<file path="config.mk">
export PLATFORM = sky130hd
export DESIGN_NAME = lsu_align
export DESIGN_NICKNAME = d
export VERILOG_FILES = /design/src/rtl/lsu_pkg.sv /design/src/rtl/lsu_lane.sv /design/src/rtl/lsu_align.sv
export SDC_FILE = /design/constraint.sdc
export NUM_CORES = 1
export LEC_CHECK = 0
export ABC_AREA = 1
export CORE_MARGIN = 1
export CORE_UTILIZATION = 35
export CTS_CLUSTER_SIZE = 40
export DETAILED_ROUTE_END_ITERATION = 6
export GPL_TIMING_DRIVEN = 0
export PLACE_DENSITY = 0.73
export SETUP_SLACK_MARGIN = 0.1
export SLEW_MARGIN = 20
export SYNTH_ARGS = -nofsm -noshare
export SYNTH_HDL_FRONTEND = slang
export SYNTH_SLANG_ARGS = --single-unit
</file>
<file path="constraint.sdc">
create_clock -name clk -period 2.1 [get_ports clk]
set_input_delay 0.21 -clock clk [delete_from_list [all_inputs] [get_ports clk]]
set_output_delay 0.21 -clock clk [all_outputs]
set_load 0.02 [all_outputs]
</file>
<file path="src/rtl/lsu_pkg.sv">
// Shared definitions for the load/store alignment unit: funct3 codes,
// FSM state type and access-size helpers.
package lsu_pkg;

    localparam logic [2:0] F3_B  = 3'b000;
    localparam logic [2:0] F3_H  = 3'b001;
    localparam logic [2:0] F3_W  = 3'b010;
    localparam logic [2:0] F3_BU = 3'b100;
    localparam logic [2:0] F3_HU = 3'b101;

    typedef enum logic {
        IDLE   = 1'b0,
        SECOND = 1'b1
    } lsu_state_t;

    // Access width in bytes (1, 2 or 4); only meaningful for legal codes.
    function automatic logic [2:0] access_size(input logic [2:0] funct3);
        case (funct3[1:0])
            2'b00:   access_size = 3'd1;
            2'b01:   access_size = 3'd2;
            default: access_size = 3'd4;
        endcase
    endfunction

    function automatic logic f3_legal(input logic we, input logic [2:0] funct3);
        if (we)
            f3_legal = (funct3 == F3_B) || (funct3 == F3_H) || (funct3 == F3_W);
        else
            f3_legal = (funct3 == F3_B) || (funct3 == F3_H) || (funct3 == F3_W) ||
                       (funct3 == F3_BU) || (funct3 == F3_HU);
    endfunction

endpackage

</file>
<file path="src/rtl/lsu_lane.sv">
// Byte-lane datapath: merges store data into an old word and extracts/extends
// load data, for either half of a possibly word-crossing access.
module lsu_lane
    import lsu_pkg::*;
(
    input  logic [2:0]  funct3,
    input  logic [1:0]  off,
    input  logic        phase,
    input  logic [31:0] old_word,
    input  logic [31:0] lo_word,
    input  logic [31:0] wdata,
    output logic [31:0] store_word,
    output logic [31:0] load_data
);

    logic [3:0]  size_mask;
    logic [7:0]  mask64;
    logic [63:0] wdata64;
    logic [63:0] raw64;
    logic [3:0]  mask;
    logic [31:0] new_bytes;
    logic [31:0] raw;

    always_comb begin
        case (funct3[1:0])
            2'b00:   size_mask = 4'b0001;
            2'b01:   size_mask = 4'b0011;
            default: size_mask = 4'b1111;
        endcase

        // Treat the two words as one 64-bit window; phase picks which half.
        mask64  = {4'b0000, size_mask} << off;
        wdata64 = {32'h0, wdata} << {off, 3'b000};

        if (phase) begin
            mask      = mask64[7:4];
            new_bytes = wdata64[63:32];
            raw64     = {old_word, lo_word} >> {off, 3'b000};
        end else begin
            mask      = mask64[3:0];
            new_bytes = wdata64[31:0];
            raw64     = {32'h0, old_word} >> {off, 3'b000};
        end

        store_word = old_word;
        for (int i = 0; i < 4; i++) begin
            if (mask[i])
                store_word[8*i +: 8] = new_bytes[8*i +: 8];
        end

        raw = raw64[31:0];
        case (funct3)
            F3_B:    load_data = {{24{raw[7]}}, raw[7:0]};
            F3_H:    load_data = {{16{raw[15]}}, raw[15:0]};
            F3_W:    load_data = raw;
            F3_BU:   load_data = {24'h0, raw[7:0]};
            F3_HU:   load_data = {16'h0, raw[15:0]};
            default: load_data = 32'h0;
        endcase
    end

endmodule

</file>
<file path="src/rtl/lsu_align.sv">
// Load/store unit between execute and a word-only DMEM: read-modify-write for
// sub-word stores, lane extraction for loads, two-cycle split for word-crossers.
module lsu_align
    import lsu_pkg::*;
(
    input  logic        clk,
    input  logic        rst_n,
    input  logic        req_valid,
    input  logic        req_we,
    input  logic [2:0]  req_funct3,
    input  logic [31:0] req_addr,
    input  logic [31:0] req_wdata,
    output logic        stall,
    output logic        rsp_valid,
    output logic [31:0] rsp_rdata,
    output logic        rsp_fault,
    output logic        mem_read,
    output logic        mem_write,
    output logic [31:0] mem_addr,
    output logic [31:0] mem_wdata,
    input  logic [31:0] mem_rdata
);

    lsu_state_t  state;
    lsu_state_t  state_next;
    logic [31:0] lo_hold;
    logic        lo_load;

    logic [1:0]  off;
    logic [2:0]  size;
    logic [2:0]  end_pos;
    logic        split;
    logic        legal;
    logic [31:0] addr_a;
    logic [31:0] addr_b;
    logic        phase;
    logic [31:0] store_word;
    logic [31:0] load_data;

    assign off     = req_addr[1:0];
    assign size    = access_size(req_funct3);
    assign end_pos = {1'b0, off} + size;
    assign split   = (end_pos > 3'd4);
    assign legal   = f3_legal(req_we, req_funct3);
    assign addr_a  = {req_addr[31:2], 2'b00};
    assign addr_b  = addr_a + 32'd4;
    assign phase   = (state == SECOND);

    lsu_lane u_lane (
        .funct3     (req_funct3),
        .off        (off),
        .phase      (phase),
        .old_word   (mem_rdata),
        .lo_word    (lo_hold),
        .wdata      (req_wdata),
        .store_word (store_word),
        .load_data  (load_data)
    );

    always_ff @(posedge clk or negedge rst_n) begin
        if (!rst_n) begin
            state   <= IDLE;
            lo_hold <= 32'h0;
        end else begin
            state <= state_next;
            if (lo_load)
                lo_hold <= mem_rdata;
        end
    end

    always_comb begin
        state_next = state;
        lo_load    = 1'b0;
        stall      = 1'b0;
        rsp_valid  = 1'b0;
        rsp_fault  = 1'b0;
        rsp_rdata  = 32'h0;
        mem_read   = 1'b0;
        mem_write  = 1'b0;
        mem_addr   = 32'h0;
        mem_wdata  = 32'h0;

        case (state)
            IDLE: begin
                if (req_valid) begin
                    if (!legal) begin
                        rsp_valid = 1'b1;
                        rsp_fault = 1'b1;
                    end else begin
                        // Stores read too: the old word feeds the merge.
                        mem_read  = 1'b1;
                        mem_write = req_we;
                        mem_addr  = addr_a;
                        mem_wdata = req_we ? store_word : 32'h0;
                        if (split) begin
                            stall      = 1'b1;
                            lo_load    = !req_we;
                            state_next = SECOND;
                        end else begin
                            rsp_valid = 1'b1;
                            rsp_rdata = req_we ? 32'h0 : load_data;
                        end
                    end
                end
            end
            SECOND: begin
                // Request fields are held stable by the core; req_valid is ignored.
                mem_read   = 1'b1;
                mem_write  = req_we;
                mem_addr   = addr_b;
                mem_wdata  = req_we ? store_word : 32'h0;
                rsp_valid  = 1'b1;
                rsp_rdata  = req_we ? 32'h0 : load_data;
                state_next = IDLE;
            end
            default: state_next = IDLE;
        endcase
    end

endmodule
</file>
---- After elaboration in Yosys (flattened, before gate mapping) ----
Cells that the tools add are included.
word-level totals
  bits of input ports ..................... 103
  flip-flop bits (word level) ............. 33
  ROM bits ................................ 0
  output and inout port bits .............. 101
  bits in writable memories ............... 0
  logic and storage cells ................. 67
  bits in latches ......................... 0
  memories ................................ 0
operators by class
  shift-type cells ........................ 4
  reduce and logical (&&, ||, !) cells .... 7
  div/mod/pow operators ................... 0
  bitwise operators ....................... 1
  multiply operators ...................... 0
  equal/unequal tests ..................... 5
  add/subtract/negate cells ............... 2
  $lt $le $gt $ge ......................... 1
  mux-type cells .......................... 45
operators by type and width
  cell                   count
  $mux 32                11
  $pmux 32 s2            3
  $pmux 32 s5            1
  $shl 32x5->64          1
  $shr 64x5->32          1
  $add 32x3->32 const B  1
  $mux 8                 4
  $shr 32x5->32          1
  $mux 1                 19
  $pmux 1 s2             4
  $pmux 4 s2             1
  $shl 4x2->8            1
  $eq 3x3->1 const B     2
  $pmux 3 s2             1
  $logic_or 1x1->1       4
  $mux 4                 1
  $add 2x3->3            1
  $eq 3x1->1 const B     1
  $eq 3x2->1 const B     1
  $gt 3x3->1 const B     1
  $logic_not 3->1        1
  $eq 2x1->1 const B     1
  $logic_not 2->1        1
  $logic_not 1->1        1
  $not 1->1              1

---- Longest topological paths before layout ----
Gate-level depths: netlist of the first run.
  depth in word-level cells ............... 9
  depth in mapped cells ................... 14

---- Hierarchy ----
Synthesis of the first run repeated with hierarchy kept, for this count alone.
second synthesis, totals
  cell total of the unflattened synthesis .. 1211
  area, all modules ....................... 6027.0 um^2
by module, submodules not included
  module     times used  area an instance (um^2)  cells each
  lsu_lane   1           3059.2                   685
  lsu_align  1           2967.8                   526

---- Worst setup path before layout of the first run ----
OpenSTA, ideal clock, no wires.
  path kind ............................... input to output
  start point ............................. in req_funct3[1]
  end point ............................... out rsp_rdata[10]
  path slack .............................. -0.270 ns
  required time ........................... 1.890 ns
  cell stages on the path ................. 12
  arrival ................................. 2.160 ns
  cell sequence ........................... buf_6 > nor2_1 > ha_1 > inv_1 > fa_1 > nand2_1 > nand2_2 > a21oi_4 > nor2_8 > inv_2 > buf_4 > a21oi_1
on the way
  word-level cells in the longest chain between the ends .. 9
ends and longest elaborated chain
  item                                                                 RTL line         RTL
  start: declaration                                                   lsu_align.sv:10  input logic [2:0] req_funct3,
  parallel branches: the longest is 8 deep, another holds $add 2x3->3  -
  $pmux 32 s2 (*)                                                      lsu_align.sv:83  case (state)
  end: declaration                                                     lsu_align.sv:15  output logic [31:0] rsp_rdata,
Mark *: on every way between the ends.

---- Worst setup path in the final report of the first run ----
  start point ............................. in req_addr[1]
  end point ............................... out rsp_rdata[21]
on the way
  word-level cells in the longest chain between the ends .. 8
ends and longest elaborated chain
  item                                            RTL line                            RTL
  start: declaration                              lsu_align.sv:11                     input logic [31:0] req_addr,
  $shr 32x5->32 or $shr 64x5->32 (tied branches)  lsu_lane.sv:42, lsu_lane.sv:38
  $mux 32                                         lsu_lane.sv:35                      if (phase) begin
  $pmux 32 s5                                     lsu_lane.sv:52                      case (funct3)
  $mux 32                                         lsu_align.sv:101, lsu_align.sv:113
  $mux 32                                         lsu_align.sv:95                     if (split) begin
  $mux 32                                         lsu_align.sv:86                     if (!legal) begin
  $mux 32                                         lsu_align.sv:85                     if (req_valid) begin
  $pmux 32 s2 (*)                                 lsu_align.sv:83
Mark *: on every way between the ends. The rest lies on a longest branch, timed or not.

==> results of run 1 <==
==> power breakdown <==
part           switching, mW  total, mW  internal, mW
registers              0.101      0.953         0.852
logic                   1.58       2.68          1.10
clock network          0.288      0.724         0.436
total                   1.97       4.35          2.39
==> through the flow <==
step | TNS (ns) | power (mW)
floorplan | -0.858 | 2.03
global placement | -110.02 | 2.83
detailed placement | -107.93 | 2.86
CTS | -2.43 | 3.86
global route | -9.98 | 4.55
finish | -5.87 | 4.35
==> worst register-to-register path, stage by stage, from the launching register on <==
cell       delay (ns)
dfrtp_1          0.37
buf_6            0.16
clkbuf_16        0.17
buf_4            0.14
nor2_2           0.15
nand2_1          0.21
nor2_4           0.23
buf_2            0.24
o21ai_0          0.11
==> path summary, 6_finish.rpt <==
kind                                from       endpoint  slack, ns  cells after the start
max                          req_addr[1]  rsp_rdata[21]      -0.20                     13
min                                rst_n    lo_hold[28]       0.30                      2
max reg2reg                        phase     lo_hold[8]       0.20                      8
min reg2reg                  lo_hold[30]    lo_hold[30]       0.50                      2
max in group asynchronous          rst_n     lo_hold[8]       1.38                      3
min in group clk           mem_rdata[15]    lo_hold[15]       0.39                      3
==> final cells by class <==
class	count	area, um^2
Clock buffer	6	129
Clock inverter	2	10.0
Multi-Input combinational cell	840	5380
Timing Repair Buffer	272	2820
Tap cell	211	264
Fill cell	1261	4690
Buffer	59	697
Sequential cell	33	826
Inverter	116	499
==> registers in the layout, indices dropped and copies added (netlist names) <==
register,flops
phase,1
lo_hold,32
==> cell families (layout without fill, tap and decap cells) <==
logic type | count (synthesis) | after routing | synth area share [%]
buffers and inverters | 175 | 455 | 15.1
and+or+nand+nor | 651 | 653 | 50.4
xor gates and xnor gates | 2 | 2 | 0.317
AOI/OAI and AO/OA | 179 | 179 | 18.2
DFF | 33 | 33 | 14.9
adders and majority gates | 4 | 4 | 1.04
other | 1 | 2 | 0.0677
==> metal layers <==
metal / track usage, % / vias up / wire length [um]
met5: 0 / - / 0
met4: 17.4 / 0 / 2360
met3: 7.26 / 193 / 4000
met2: 57.3 / 740 / 14000
met1: 45.0 / 4143 / 11700
li1: - / 3948 / -
==> cell usage in the layout, fill, tap and decap left out, drive strengths merged, types with 2 or more instances in the layout <==
| cell type | instances |
|---|---|
| clkdlybuf4s50 | 80 |
| a21oi | 36 |
| nand3 | 112 |
| nand4 | 6 |
| o221ai | 10 |
| dlymetal6s2s | 10 |
| dlygate4sd2 | 7 |
| nand2 | 359 |
| buf | 216 |
| inv | 115 |
| ha | 3 |
| conb | 2 |
| o22ai | 10 |
| nor2 | 138 |
| o211ai | 9 |
| o21ai | 108 |
| clkinv | 2 |
| nor3 | 26 |
| clkbuf | 22 |
| o22a | 2 |
| or2 | 10 |
| xnor2 | 2 |
| dfrtp | 33 |
==> repair_timing <==
action | 4_1_cts | 5_1_grt
setup endpoints to repair | 132 | 99
resized for setup | 750 | 341
gates cloned | 8 | 8
pin swaps | 80 | 95
setup buffers | 30 | 28
hold endpoints to repair | 33 | 0
hold buffers | 1 | 0
==> results.py, run 1 <==
metrics = {
    "yosys": {
        "synthFlopType": "dfrtp_1",
        "synth_area_um2": 5540,
        "synthArstFlopShare_pct": 100,
        "yosysWarnings": 0,
        "synth_area_per_cell_um2": 5.30,
        "synth_edf_count": 0,
        "yosysTopAreaCellShare_pct": 23.2,
        "yosys.area.top_type": "nand2_1",
        "yosysMostFrequentCell": "nand2_1",
        "yosysSeqAreaShare_pct": 14.9,
        "synth_seq_cells": 33,
        "synth_common_cells": "342 x nand2_1, 124 x nor2_1, 111 x nand3_1",
        "synth_area_leaders": "nand2_1 23%, dfrtp_1 15%, nand3_1 10%",
        "yosysUniqueCellTypes": 42,
        "synthCells": 1045,
    },
    "sta": {
        "fmax_mhz": 435,
        "period_share_pct": 110,
        "timing.final.max_slew_violations": 0,
        "skew_ns": 0.00477,
        "worstMarginPinSlew_ns": 0.694,
        "setup_viol": 61,
        "final-hold-violation-count": 0,
        "fin_ws_ns": -0.201,
        "relSlewSlack_pct": 53.7,
        "rsz0062_at_grt": "true",
        "holdWs_ns": 0.303,
        "period_needed_ns": 2.30,
    },
    "placed_design": {
        "place_area_um2": 7980,
        "port_buffers": 199,
        "placedCellCount": 1457,
        "dp_hpwl_um": 21500,
        "place.gp.congestion": 1.01,
        "place_ws_ns": -1.40,
    },
    "worst_setup_path": {
        "path_cells": "buf_12 > inv_8 > clkbuf_16 > fa_2 > xnor2_2 > nand2_4 > a21oi_4 > nor2_8 > buf_12 > clkbuf_16 > nand2_1 > inv_1 > buf_6",
        "worstSetupPathType": "in -> out",
        "worst_ep_required_time_ns": 1.89,
        "end_kind": "output port",
        "crit_fanout": 10,
        "start_kind": "input port",
        "slowest_stage": "fa_2",
        "cp_num_buf_inv": 7,
        "arrival_ns": 2.09,
        "crit_family": "buffers and inverters",
        "critical_path.max_stage_delay_ns": 0.40,
    },
    "clocking": {
        "htreeDepth": 2,
        "cts_root_buf": "clkbuf_16",
        "cts_buffer_depth": 2,
        "cts_buffers": 5,
        "clk_latency_ns": 0.28,
        "cts_tree": "done",
        "clk_pin_slew_worst_paths_ns": 0.06,
        "clock_sinks": 33,
    },
    "layout": {
        "finalInstanceArea_um2": 10600,
        "drive_gt1_share_pct": 41.0,
        "area_growth_pct": 92.0,
        "antennaDiodeCount": 0,
        "nets": 1434,
        "finish.utilization_pct": 69.4,
        "final-instance-count-excl-fill": 1539,
    },
    "detailed_routing": {
        "ant_nets": 0,
        "vias_per_cell": 5.86,
        "wl_per_cell_um": 20.9,
        "drt_iter0_drc": 952,
        "wirelength_um": 32100,
        "post-route-drc-count": 0,
        "via_count": 9024,
        "drt-pass1-iter-count": 6,
    },
    "grt": {
        "grt_pass1_wl_um": 44400,
        "grt_max_degree": 30,
        "grt_usage_pct": 35.5,
        "grt-ovfl-total": 0,
        "grt_pass1_vias": 8100,
        "antenna_found_initial": 0,
    },
    "status": {
        "violations": "negative setup slack",
        "status": "complete, but fails checks",
    },
    "min_path": {
        "hp-class": "in -> async",
    },
    "floorplan": {
        "row_count": 45,
        "die_h_um": 128,
        "die-area_um2": 16300,
        "initial_core_util_pct": 36.1,
        "die_x_um": 128,
        "core_um2": 15300,
        "pin_count": 204,
    },
    "power": {
        "worst_ir_drop_vdd_v": 0.000302,
        "p_per_area_nw_per_um2": 410,
        "p_leak_nw": 5.11,
    },
    "run": {
        "drv_cap": 0,
    },
}
(Power assumes the default switching activity.)
==> inputs of run 2 (changes only) <==
--- a/config.mk
+++ b/config.mk
@@ -11,7 +11,7 @@
 export CTS_CLUSTER_SIZE = 40
 export DETAILED_ROUTE_END_ITERATION = 6
 export GPL_TIMING_DRIVEN = 0
-export PLACE_DENSITY = 0.73
+export PLACE_DENSITY = 0.68
 export SETUP_SLACK_MARGIN = 0.1
 export SLEW_MARGIN = 20
 export SYNTH_ARGS = -nofsm -noshare
==> results.py, run 2 (synthesis gave the netlist of run 1 again) <==
metrics = {
    "sta": {
        "timing.final.max_slew_violations": 0,
        "fmax_mhz": 427,
        "rsz0062_at_grt": "true",
        "skew_ns": 0.00937,
        "worstMarginPinSlew_ns": 0.724,
        "fin_ws_ns": -0.244,
        "relSlewSlack_pct": 51.7,
        "setup_viol": 72,
        "period_share_pct": 112,
        "final-hold-violation-count": 0,
        "period_needed_ns": 2.34,
    },
    "grt": {
        "grt-ovfl-total": 0,
        "grt_max_degree": 20,
        "grt_usage_pct": 34.8,
        "antenna_found_initial": 0,
        "grt_pass1_vias": 7776,
        "grt_pass1_wl_um": 43600,
    },
    "floorplan": {
        "row_count": 45,
        "die-area_um2": 16300,
        "core_um2": 15300,
        "initial_core_util_pct": 36.1,
        "pin_count": 204,
        "die_x_um": 128,
        "die_h_um": 128,
    },
    "layout": {
        "n_fill_cell": 1311,
        "top_register": "lo_hold",
        "final_cell_mix": "287 x nand2_1, 88 x buf_4, 87 x inv_1, 84 x nor2_1",
        "finalInstanceArea_um2": 10700,
        "nets": 1442,
        "final_common_cell": "nand2_1",
        "area_growth_pct": 93.6,
        "antennaDiodeCount": 0,
        "drive_gt1_share_pct": 40.3,
        "largest_reg_flops": 32,
    },
    "detailed_routing": {
        "wl_per_cell_um": 20.8,
        "post-route-drc-count": 0,
        "drt-pass1-iter-count": 6,
        "ant_nets": 0,
        "via_count": 8882,
        "vias_per_cell": 5.74,
        "wirelength_um": 32200,
        "drt_iter0_drc": 1120,
    },
    "power": {
        "worst_ir_drop_vdd_v": 0.000307,
        "p_leak_nw": 5.08,
        "p_per_area_nw_per_um2": 423,
    },
    "worst_setup_path": {
        "crit_fanout": 7,
        "critical_path.max_stage_delay_ns": 0.37,
        "path_depth": 11,
        "end_kind": "output port",
        "crit_family": "buffers and inverters",
        "slowest_stage": "dfrtp_1",
        "worstSetupPathType": "reg -> out",
        "arrival_ns": 2.13,
        "worst_ep_required_time_ns": 1.89,
        "start_kind": "flip-flop",
        "path_cells": "buf_6 > inv_6 > buf_12 > buf_12 > nand2_1 > nand2_1 > nand2_2 > a21oi_2 > o21ai_1 > a21oi_4 > buf_6",
        "ff2ff_path_depth": 8,
        "cp_num_buf_inv": 5,
    },
    "placed_design": {
        "place_ws_ns": -1.45,
        "dp_hpwl_um": 22000,
        "place_area_um2": 7980,
        "port_buffers": 199,
        "place.gp.congestion": 1.02,
    },
    "status": {
        "status": "complete, but fails checks",
        "violations": "negative setup slack",
    },
    "clocking": {
        "clk_pin_slew_worst_paths_ns": 0.06,
        "htreeDepth": 2,
        "cts_tree": "done",
        "cts_root_buf": "clkbuf_16",
        "cts_buffer_depth": 2,
        "clock_sinks": 33,
        "cts_buffers": 5,
        "clk_latency_ns": 0.29,
    },
    "min_path": {
        "hp-class": "in -> async",
    },
    "run": {
        "drv_cap": 0,
    },
}
[run 2: cell types whose count changed in the layout (fill, tap and decap cells not counted), moves of 3 or more]
cell       before  now
nand2_8         6    9
o21ai_1        31   28
buf_4          75   88
nand2_1       282  287
nor2_1         80   84
clkbuf_16      12   19
nor2_2         16   10
buf_6          90   80
nand2_4        22   16
inv_1          80   87
o21ai_0        50   54
inv_4           7    2
inv_2          22   19
[run 2: power by group]
part / switching [mW] / total (mW) / leakage, nW / internal (mW)
Sequential: 0.0952 / 0.947 / 0.402 / 0.852
Combinational: 1.59 / 2.71 / 4.59 / 1.13
Clock: 0.282 / 0.875 / 0.0841 / 0.593
[run 2: worst paths after layout]
kind                            slack [ns]           end     startpoint
worst min-delay path                  0.39   lo_hold[30]          rst_n
worst max register to register        0.18   lo_hold[18]          phase
min in group clk                      0.44   lo_hold[31]  mem_rdata[31]
worst min register to register        0.50   lo_hold[28]    lo_hold[28]
worst max-delay path                 -0.24  rsp_rdata[8]          phase
max in group asynchronous             1.26   lo_hold[10]          rst_n
[run 2: layout make-up]
type,count,area (um^2),area share (%)
tap,211,264,2.46
clock buffer,7,143,1.33
inverter,116,493,4.60
clock inverter,1,30.0,0.280
multi-input combinational,840,5380,50.2
timing repair buffer,280,2880,26.9
buffer,59,701,6.54
sequential,33,826,7.70
[run 2: repair_timing]
item | CTS | global route
endpoints found under the hold margin | 14 | 0
pin swaps | 38 | 87
gates cloned | 3 | 14
setup buffers | 25 | 39
resized for setup | 632 | 415
setup endpoints to repair | 132 | 98
hold buffers | 1 | 0
[run 2: metrics by stage]
stage                     util (%)  std cells  power [mW]  hold WS, ns  setup TNS (ns)
after detailed placement      52.1       1457        2.87        0.161         -112.29
after global routing          70.0       1547        4.72        0.426          -10.94
after floorplan                  -       1046        2.03      -0.0856          -0.858
final                         70.0       1547        4.54        0.394           -6.45
after CTS                     57.6       1494        3.92        0.402           -3.92
after global placement        52.0       1456        2.85        0.482         -114.07
[run 2: layer usage]
layer  share of wire (%)  GRT usage [%]
met1                  37           45.6
met2                  44           55.3
met3                  12           5.84
met4                 6.8           16.9
met5                   0              0
